$ cat config.mk
export PLATFORM = sky130hd
export DESIGN_NAME = usb3_slfifo_rd
export DESIGN_NICKNAME = d
export VERILOG_FILES = /design/src/rtl/usb3_pkg.sv /design/src/rtl/usb3_slfifo_rd.sv
export SDC_FILE = /design/constraint.sdc
export NUM_CORES = 1
export LEC_CHECK = 0
export ABC_CLOCK_PERIOD_IN_PS = 2400
export BUFFER_PORTS_ARGS = -buffer_cell sky130_fd_sc_hd__clkbuf_2
export CORE_MARGIN = 2
export CORE_UTILIZATION = 33
export DETAILED_ROUTE_END_ITERATION = 10
export PLACE_DENSITY = 0.56
export SYNTH_ARGS = -nofsm -noshare
export SYNTH_HDL_FRONTEND = slang
export SYNTH_SLANG_ARGS = --single-unit
$ cat constraint.sdc
create_clock -name wrclock -period 2.4 [get_ports wrclock]
set_input_delay 0.24 -clock wrclock [delete_from_list [all_inputs] [get_ports wrclock]]
set_output_delay 0.24 -clock wrclock [all_outputs]
set_load 0.01 [all_outputs]
$ cat src/rtl/usb3_pkg.sv
// Shared constants for the FX3 slave-FIFO read path; the RAM cache decodes
// usb_rd_state against these same state codes.
package usb3_pkg;

    localparam int DATA_W = 32;

    typedef enum logic [3:0] {
        ST_IDLE      = 4'd0,
        ST_SEL       = 4'd1,
        ST_FLAG_WAIT = 4'd2,
        ST_OE        = 4'd3,
        ST_RD_START  = 4'd4,
        ST_RD_DATA   = 4'd6,
        ST_DONE      = 4'd7
    } rd_state_t;

endpackage

$ cat src/rtl/usb3_slfifo_rd.sv
// FX3 synchronous slave-FIFO read master: pulls BURST-word bursts into the cache domain.
// Latency: word appears on data RD_LAT cycles after its SLRD_n-low cycle; all outputs registered.
// Backpressure: a burst starts only with cache_rdy and FLAGA; once OE is entered it runs to completion.
module usb3_slfifo_rd
    import usb3_pkg::*;
#(
    parameter int         BURST       = 256,
    parameter int         RD_LAT      = 2,
    parameter int         FLAG_SETTLE = 2,
    parameter logic [1:0] THREAD_ADDR = 2'b11
) (
    input  logic              wrclock,
    input  logic              rst_n,
    input  logic              cache_rdy,
    input  logic              USB3_FLAGA,
    input  logic [DATA_W-1:0] USB3_DQ,
    output logic              USB3_SLCS_n,
    output logic              USB3_SLOE_n,
    output logic              USB3_SLRD_n,
    output logic [1:0]        USB3_A,
    output logic [DATA_W-1:0] data,
    output logic [3:0]        usb_rd_state,
    output logic              burst_done
);

    localparam logic [7:0] SETTLE_LD = 8'(FLAG_SETTLE - 1);
    localparam logic [1:0] LAT_LD    = 2'(RD_LAT - 1);
    localparam logic [8:0] WORD_LAST = 9'(BURST - 1);
    localparam logic [8:0] RD_HI_AT  = 9'(BURST - RD_LAT);

    rd_state_t   state_q, state_d;
    logic [7:0]  settle_q, settle_d;
    logic [1:0]  lat_q, lat_d;
    logic [8:0]  word_q, word_d;

    logic        cs_n_d, oe_n_d, rd_n_d, done_d;
    logic [1:0]  a_d;

    always_comb begin
        state_d  = state_q;
        settle_d = settle_q;
        lat_d    = lat_q;
        word_d   = word_q;
        case (state_q)
            ST_IDLE: begin
                if (cache_rdy) state_d = ST_SEL;
            end
            ST_SEL: begin
                settle_d = SETTLE_LD;
                state_d  = ST_FLAG_WAIT;
            end
            ST_FLAG_WAIT: begin
                if (settle_q != 8'd0)
                    settle_d = settle_q - 8'd1;
                else if (USB3_FLAGA && cache_rdy)
                    state_d = ST_OE;
                else
                    state_d = ST_IDLE;
            end
            ST_OE: begin
                lat_d   = LAT_LD;
                state_d = ST_RD_START;
            end
            ST_RD_START: begin
                if (lat_q != 2'd0) begin
                    lat_d = lat_q - 2'd1;
                end else begin
                    word_d  = 9'd0;
                    state_d = ST_RD_DATA;
                end
            end
            ST_RD_DATA: begin
                if (word_q == WORD_LAST)
                    state_d = ST_DONE;
                else
                    word_d = word_q + 9'd1;
            end
            ST_DONE: begin
                state_d = ST_IDLE;
            end
            default: begin
                state_d = ST_IDLE;
            end
        endcase
    end

    // Strobes are decoded from the next state so they change on the same edge as the state code.
    always_comb begin
        cs_n_d = 1'b1;
        oe_n_d = 1'b1;
        rd_n_d = 1'b1;
        done_d = 1'b0;
        a_d    = 2'b00;
        case (state_d)
            ST_SEL, ST_FLAG_WAIT: begin
                cs_n_d = 1'b0;
                a_d    = THREAD_ADDR;
            end
            ST_OE: begin
                cs_n_d = 1'b0;
                oe_n_d = 1'b0;
                a_d    = THREAD_ADDR;
            end
            ST_RD_START: begin
                cs_n_d = 1'b0;
                oe_n_d = 1'b0;
                rd_n_d = 1'b0;
                a_d    = THREAD_ADDR;
            end
            ST_RD_DATA: begin
                cs_n_d = 1'b0;
                oe_n_d = 1'b0;
                // Stop strobing RD_LAT words early: those words are already in the FX3 pipeline.
                rd_n_d = (word_d >= RD_HI_AT);
                a_d    = THREAD_ADDR;
            end
            ST_DONE: begin
                done_d = 1'b1;
            end
            default: begin
                cs_n_d = 1'b1;
            end
        endcase
    end

    always_ff @(posedge wrclock) begin
        if (!rst_n) begin
            state_q     <= ST_IDLE;
            settle_q    <= 8'd0;
            lat_q       <= 2'd0;
            word_q      <= 9'd0;
            USB3_SLCS_n <= 1'b1;
            USB3_SLOE_n <= 1'b1;
            USB3_SLRD_n <= 1'b1;
            USB3_A      <= 2'b00;
            burst_done  <= 1'b0;
            data        <= '0;
        end else begin
            state_q     <= state_d;
            settle_q    <= settle_d;
            lat_q       <= lat_d;
            word_q      <= word_d;
            USB3_SLCS_n <= cs_n_d;
            USB3_SLOE_n <= oe_n_d;
            USB3_SLRD_n <= rd_n_d;
            USB3_A      <= a_d;
            burst_done  <= done_d;
            if (state_d == ST_RD_DATA)
                data <= USB3_DQ;
        end
    end

    assign usb_rd_state = state_q;

endmodule

==> load_flow_metrics.sql, run 1 <==
INSERT INTO impl_metrics (metric_group, metric, value, unit) VALUES
('global_route', 'grt_start_max_net_pins', '41', ''),
('hold_path', 'min_delay_path_depth', '3', ''),
('place', 'routability_cong', '0.838', ''),
('pwr', 'max-vdd-ir-drop', '0.224', 'mV'),
('cts', 'total_cts_buffers', '9', ''),
('route', 'initial_drt_markers', '97', ''),
('yosys', 'yosysWarningCount', '0', ''),
('yosys', 'syn_avg_cell_area', '8.17', 'sq um'),
('pwr', 'power.internal', '1.48', 'mW'),
('route', 'remaining_drc_errors', '0', ''),
('pwr', 'comb_power_share', '6.1', '%'),
('critical_path', 'critPathKind', 'reg -> reg', ''),
('finish', 'post_route_cells_drive_above_1_share', '29.1', '%'),
('sta', 'fin_crit_sh', '88.4', '%'),
('yosys', 'syn_nets', '361', ''),
('yosys', 'ys_seq_area_share', '45.8', '%'),
('cts', 'cts_hold_buffers', '0', ''),
('cts', 'htree_num_levels', '3', ''),
('place', 'place.detailed.hpwl', '4380', 'um'),
('sta', 'final-setup-viol-count', '0', ''),
('cts', 'cts.sink_count', '60', ''),
('yosys', 'postSynth.topFlopCell', 'dfxtp_1', ''),
('die', 'die_height', '93.2', 'um'),
('die', 'floorplan.initialDensity', '34.0', '%'),
('yosys', 'ys_seq_elements', '60', ''),
('critical_path', 'critical_path.reg2reg.startpoint', 'settle_q[2]$_SDFFE_PN0P_', ''),
('cts', 'clockBufferDepth', '2', ''),
('route', 'vias_per_cell', '4.76', ''),
('critical_path', 'setup.reg_to_reg.worst_slack', '280', 'ps'),
('critical_path', 'critical_path.reg2reg.endpoint', 'USB3_A[0]$_SDFF_PN0_', ''),
('sta', 'fmaxAchievable', '471', 'MHz'),
('sta', 'timing.final.crit_period', '2120', 'ps'),
('pwr', 'share_seq_of_total_power', '51.9', '%'),
('critical_path', 'start_kind', 'register', ''),
('sta', 'final-max-slew-violation-count', '0', ''),
('cts', 'cts.root.buffer_cell', 'clkbuf_8', ''),
('pwr', 'switchingPower', '0.471', 'mW'),
('finish', 'area_growth_syn_to_layout', '26.9', '%'),
('route', 'drt_first_pass_iters', '4', ''),
('critical_path', 'worst-r2r-cell-count', '5', ''),
('pwr', 'power_per_cell_area', '586', 'nW/um^2'),
('sta', 'max_slew.worst_pin.slew', '539', 'ps'),
('hold_path', 'worst_hold_startpoint', 'USB3_DQ[16]', ''),
('global_route', 'grt_first_pass_wirelength', '10700', 'um'),
('sta', 'final.setup_skew', '10.4', 'ps'),
('finish', 'final_cell_area', '3330', 'sq um'),
('die', 'rows', '32', ''),
('cts', 'worstSkewPairLatency', '340', 'ps'),
('pwr', 'sw_frac_of_total', '24.1', '%'),
('critical_path', 'worstPathRequired', '2630', 'ps'),
('place', 'port_buffers', '77', ''),
('hold_path', 'holdPathEnd', 'data[16]$_SDFFE_PN0N_', ''),
('die', 'dieWidth', '93.2', 'um'),
('run_status', 'run_status', 'finished clean', ''),
('yosys', 'ys_async_sr_fraction', '0', '%'),
('global_route', 'antenna_violations_before_repair', '0', ''),
('die', 'placeableCoreArea', '7730', 'sq um'),
('die', 'top_level_ports', '78', ''),
('sta', 'rsz0062_at_grt', 'no', ''),
('yosys', 'synth.cell_area', '2620', 'sq um'),
('finish', 'postLayoutCoreUtil', '43.1', '%'),
('yosys', 'synth-edff-count', '0', ''),
('hold_path', 'holdCritPathClass', 'in -> reg', ''),
('critical_path', 'critPathMaxFanout', '7', ''),
('route', 'route.vias.total', '2401', ''),
('critical_path', 'setup.worst_path.end_class', 'register', ''),
('place', 'placed_cells', '489', ''),
('route', 'routed_wl', '6410', 'um'),
('route', 'route.antenna.remaining_nets', '0', ''),
('sta', 'timing.max_slew.rel_slack', '63.2', '%'),
('place', 'detailed_place.area', '3150', 'sq um');
critical path, stage by stage, from the launching register on:
cell      delay [ps]
dfxtp_1          340
or4_1            670
o311ai_4         380
a21o_1           190
a21oi_2           70
a221o_1          360
sequential cells by signal (all words and copies together), names as in the netlist, 2 cells and up:
register      count
settle_q          8
lat_q             2
word_q            9
usb_rd_state      4
data             32
power by group through the flow:
stage	registers (mW)	clock network, mW	logic [mW]
3_3_place_gp	1.04	0	0.120
2_1_floorplan	1.04	0	0.0703
3_5_place_dp	1.04	0	0.120
5_1_grt	1.01	0.898	0.133
4_1_cts	1.01	0.846	0.121
6_report	1.01	0.819	0.119
cells in the final DEF (no fill, tap or decap), types with 3 or more instances in the layout:
cell      synthesis  final
ha_1              4      4
or3_1             3      3
nor3_1            5      5
a211oi_1          6      6
clkbuf_8          0     11
nand2b_1          6      6
or2_2             5      5
a21oi_1          43     43
nor2_1           24     23
o21ai_0           4      4
nand2_1          67     67
dfxtp_1          60     60
and2_1            5      5
xnor2_1           6      6
inv_1            11     11
and3_1            4      4
clkbuf_2          0     77
buf_4             1      8
a31oi_1           3      3
worst max path at each step:
| stage | end | startpoint | slack, ps |
|---|---|---|---|
| finish | USB3_A[0]$_SDFF_PN0_ | settle_q[2]$_SDFFE_PN0P_ | 280 |
| global route | USB3_A[0]$_SDFF_PN0_ | settle_q[2]$_SDFFE_PN0P_ | 170 |
| CTS | data[14]$_SDFFE_PN0N_ | lat_q[0]$_SDFFE_PN0P_ | 260 |
| detailed placement | data[14]$_SDFFE_PN0N_ | lat_q[0]$_SDFFE_PN0P_ | 280 |
| global placement | USB3_A[0]$_SDFF_PN0_ | settle_q[2]$_SDFFE_PN0P_ | 280 |
| floorplan | USB3_A[0]$_SDFF_PN0_ | settle_q[2]$_SDFFE_PN0P_ | 450 |
stage by stage:
step	power [mW]	hold WS, ps	worst slack, ps
final	1.95	117	279
after detailed placement	1.16	447	281
after CTS	1.98	110	258
after global routing	2.05	96.9	167
after global placement	1.16	442	278
after floorplan	1.11	376	452
metal layers:
| metal | vias to the layer above | part of all wire (%) | global-route usage, % |
|---|---|---|---|
| li1 | 1262 | - | - |
| met1 | 1087 | 46 | 19.3 |
| met2 | 44 | 49 | 25.2 |
| met3 | 8 | 3.5 | 4.03 |
| met4 | 0 | 2.0 | 6.99 |
| met5 | - | 0 | 0 |
synth_stat cells, types with 2 or more instances:
cell type  instances  share of area, %
nand2b_1           6               1.4
a2111oi_0          2              0.67
nor3_1             5              0.95
or3_1              3              0.72
a21oi_1           43               8.2
a21o_1             2              0.57
o21ai_0            4              0.76
a31oi_1            3              0.72
and3_1             4              0.95
buf_2              7               1.3
nor4_1             2              0.48
nand2_1           67               9.6
nor2_1            24               3.4
o2111ai_1          2              0.67
a41oi_1            2              0.67
ha_1               4               1.9
nand4b_1           2              0.67
xnor2_1            6               2.0
mux2i_1            2              0.76
or2_2              5               1.2
nand3_1            2              0.38
and2_1             5               1.2
inv_1             11               1.6
or4b_2             2              0.76
a211oi_1           6               1.7
clkbuf_1          12               1.7
dfxtp_1           60                46
o31ai_1            2              0.57
nand4_1            2              0.48
cells by family (layout without fill, tap and decap cells):
group                    count (synthesis)  in the layout  synth area share, %
adder cells (fa/ha/maj)                  4              4                 1.91
buffers and inverters                   33            114                 5.20
other                                    1              1                0.143
flip-flops                              60             60                 45.8
AND/OR/NAND/NOR                        138            138                 25.4
AO/OA/AOI/OAI                           76             76                 18.4
multiplexers                             3              3                 1.19
XOR/XNOR                                 6              6                 2.00
cell type report:
class                      count  area (sq um)  share of cell area, %
multi-input combinational    228          1290                   38.9
sequential                    60          1200                   36.1
timing repair buffer          87           485                   14.6
clock buffer                  11           151                   4.55
tap                          102           128                   3.83
inverter                      12          45.0                   1.35
clock inverter                 4          25.0                  0.752
repair_timing:
action / in CTS / in global routing
resized for setup: 0 / 1
setup buffers: 0 / 0
endpoints found under the setup margin: 0 / 1
Power figures use the tool's default switching activity.
==> run 2, diff against run 1 <==
Settings changed: PLACE_DENSITY 0.56 to 0.6.
==> run 2 against run 1 <==
  * Routed wire length is 2.4% lower
  * Die area stayed put
  * Maximum frequency is 0.37% lower
  * Clock-buffer cell count stayed put
  * Critical path type unchanged
  * Largest power group is now the clock network
==> load_flow_metrics.sql, run 2 (same netlist as run 1, synthesis figures left out) <==
INSERT INTO impl_metrics (metric_group, metric, value, unit) VALUES
('cts', 'clockBufferDepth', '2', ''),
('route', 'remaining_drc_errors', '0', ''),
('critical_path', 'crit_start', 'settle_q[2]$_SDFFE_PN0P_', ''),
('hold_path', 'worst_hold_startpoint', 'USB3_DQ[9]', ''),
('place', 'routability_cong', '0.899', ''),
('sta', 'fin_crit_sh', '88.7', '%'),
('critical_path', 'critPathMaxFanout', '7', ''),
('finish', 'final_nets', '432', ''),
('place', 'placed_cells', '483', ''),
('finish', 'layout_common_cells', '77 x clkbuf_2, 67 x nand2_1, 60 x dfxtp_1, 43 x a21oi_1, 23 x nor2_1', ''),
('sta', 'fmaxAchievable', '470', 'MHz'),
('route', 'route.vias.total', '2409', ''),
('route', 'wire_per_inst', '12.6', 'um'),
('finish', 'postLayoutCoreUtil', '42.9', '%'),
('critical_path', 'arrival', '2350', 'ps'),
('route', 'initial_drt_markers', '83', ''),
('global_route', 'antenna_violations_before_repair', '0', ''),
('critical_path', 'worstPathRequired', '2620', 'ps'),
('job', 'maxCapViolCount', '0', ''),
('die', 'fp.dieArea', '8680', 'sq um'),
('cts', 'post_cts.resized_instances', '0', ''),
('global_route', 'grt_first_pass_wirelength', '10300', 'um'),
('cts', 'cts.sink_count', '60', ''),
('finish', 'largestRegisters', 'data (32), word_q (9), settle_q (8)', ''),
('finish', 'top_register', 'data', ''),
('pwr', 'leakage', '1.33', 'nW'),
('global_route', 'grt_start_max_net_pins', '41', ''),
('critical_path', 'critPathKind', 'reg -> reg', ''),
('finish', 'area_growth_syn_to_layout', '26.3', '%'),
('cts', 'worstSkewPairLatency', '350', 'ps'),
('sta', 'final.setup_skew', '13.3', 'ps'),
('route', 'drt_first_pass_iters', '5', ''),
('pwr', 'max-vdd-ir-drop', '0.285', 'mV'),
('place', 'detailed_place.area', '3090', 'sq um'),
('cts', 'htree_num_levels', '3', ''),
('pwr', 'power_per_cell_area', '654', 'nW/um^2'),
('die', 'placeableCoreArea', '7730', 'sq um'),
('finish', 'final-instance-count-excl-fill', '498', ''),
('die', 'die_height', '93.2', 'um'),
('sta', 'final-max-slew-violation-count', '0', ''),
('critical_path', 'start_kind', 'register', ''),
('finish', 'post_route_cells_drive_above_1_share', '28.0', '%'),
('run_status', 'run_status', 'finished clean', ''),
('die', 'dieWidth', '93.2', 'um'),
('finish', 'largest_register_ffs', '32', ''),
('cts', 'postCtsSetupBuffers', '0', ''),
('sta', 'timing.final.crit_period', '2130', 'ps'),
('global_route', 'grt_overflow', '0', ''),
('critical_path', 'setup.worst_path.end_class', 'register', ''),
('sta', 'max_slew.worst_pin.slew', '625', 'ps'),
('critical_path', 'critical_path.reg2reg.startpoint', 'settle_q[2]$_SDFFE_PN0P_', ''),
('global_route', 'first_global_vias', '2226', ''),
('cts', 'tritoncts', 'done', ''),
('sta', 'timing.max_slew.rel_slack', '58.0', '%'),
('finish', 'antennaDiodeCount', '0', ''),
('route', 'vias_per_cell', '4.84', ''),
('finish', 'final_cell_area', '3310', 'sq um'),
('sta', 'final-setup-viol-count', '0', ''),
('hold_path', 'holdCritPathClass', 'in -> reg', ''),
('cts', 'worst_setup_hold_path_clk_slew', '70', 'ps'),
('cts', 'total_cts_buffers', '9', ''),
('global_route', 'globalRouteTotalUtil', '15.1', '%'),
('sta', 'final_hold_viol_count', '0', ''),
('place', 'port_buffers', '77', ''),
('sta', 'rsz0062_at_grt', 'no', ''),
('die', 'rows', '32', ''),
('route', 'route.antenna.remaining_nets', '0', ''),
('die', 'floorplan.initialDensity', '34.0', '%'),
('cts', 'cts.root.buffer_cell', 'clkbuf_8', ''),
('sta', 'totalNegativeSetupSlack', '0', 'ps'),
('place', 'place.detailed.hpwl', '4310', 'um'),
('die', 'top_level_ports', '78', ''),
('route', 'routed_wl', '6260', 'um'),
('cts', 'cts_hold_buffers', '0', ''),
('finish', 'final_common_cell', 'clkbuf_2', '');
## run 2: layout make-up
class / instances / area (sq um)
Fill cell: 769 / 4410
Timing Repair Buffer: 81 / 428
Multi-Input combinational cell: 228 / 1290
Tap cell: 102 / 128
Clock buffer: 11 / 151
Clock inverter: 4 / 72.6
Inverter: 12 / 45.0
Sequential cell: 60 / 1200
## run 2: report_power, final
part / internal, mW / switching (mW)
clock network: 0.634 / 0.405
registers: 1.01 / 0.0100
logic: 0.0526 / 0.0609
## run 2: worst paths after layout
| check | endpoint | slack (ps) | cells past startpoint |
|---|---|---|---|
| setup reg to reg | USB3_A[0]$_SDFF_PN0_ | 270 | 5 |
| hold / removal | data[9]$_SDFFE_PN0N_ | 110 | 3 |
| hold reg to reg | data[5]$_SDFFE_PN0N_ | 450 | 2 |
| setup / recovery | USB3_A[0]$_SDFF_PN0_ | 270 | 5 |
## run 2: routing by layer
layer | wire (um) | global-route usage [%] | up-vias
met5 | 0 | 0 | -
met2 | 3040 | 24.3 | 52
met3 | 233 | 3.87 | 9
met1 | 2840 | 18.6 | 1105
li1 | - | - | 1243
met4 | 151 | 8.09 | 0
## run 2: critical path, cell delays in order, from the launching register on
cell and delay [ps]:
dfxtp_1 340, or4_1 660, o311ai_4 390, a21o_1 190
a21oi_2 70, a221o_1 360
## run 2: through the flow
stage | worst slack (ps) | hold slack, ps | total power [mW]
6_report | 271 | 108 | 2.17
2_1_floorplan | 452 | 376 | 1.11
3_3_place_gp | 345 | 440 | 1.15
3_5_place_dp | 301 | 446 | 1.15
4_1_cts | 272 | 87.1 | 2.21
5_1_grt | 171 | 99.7 | 2.26
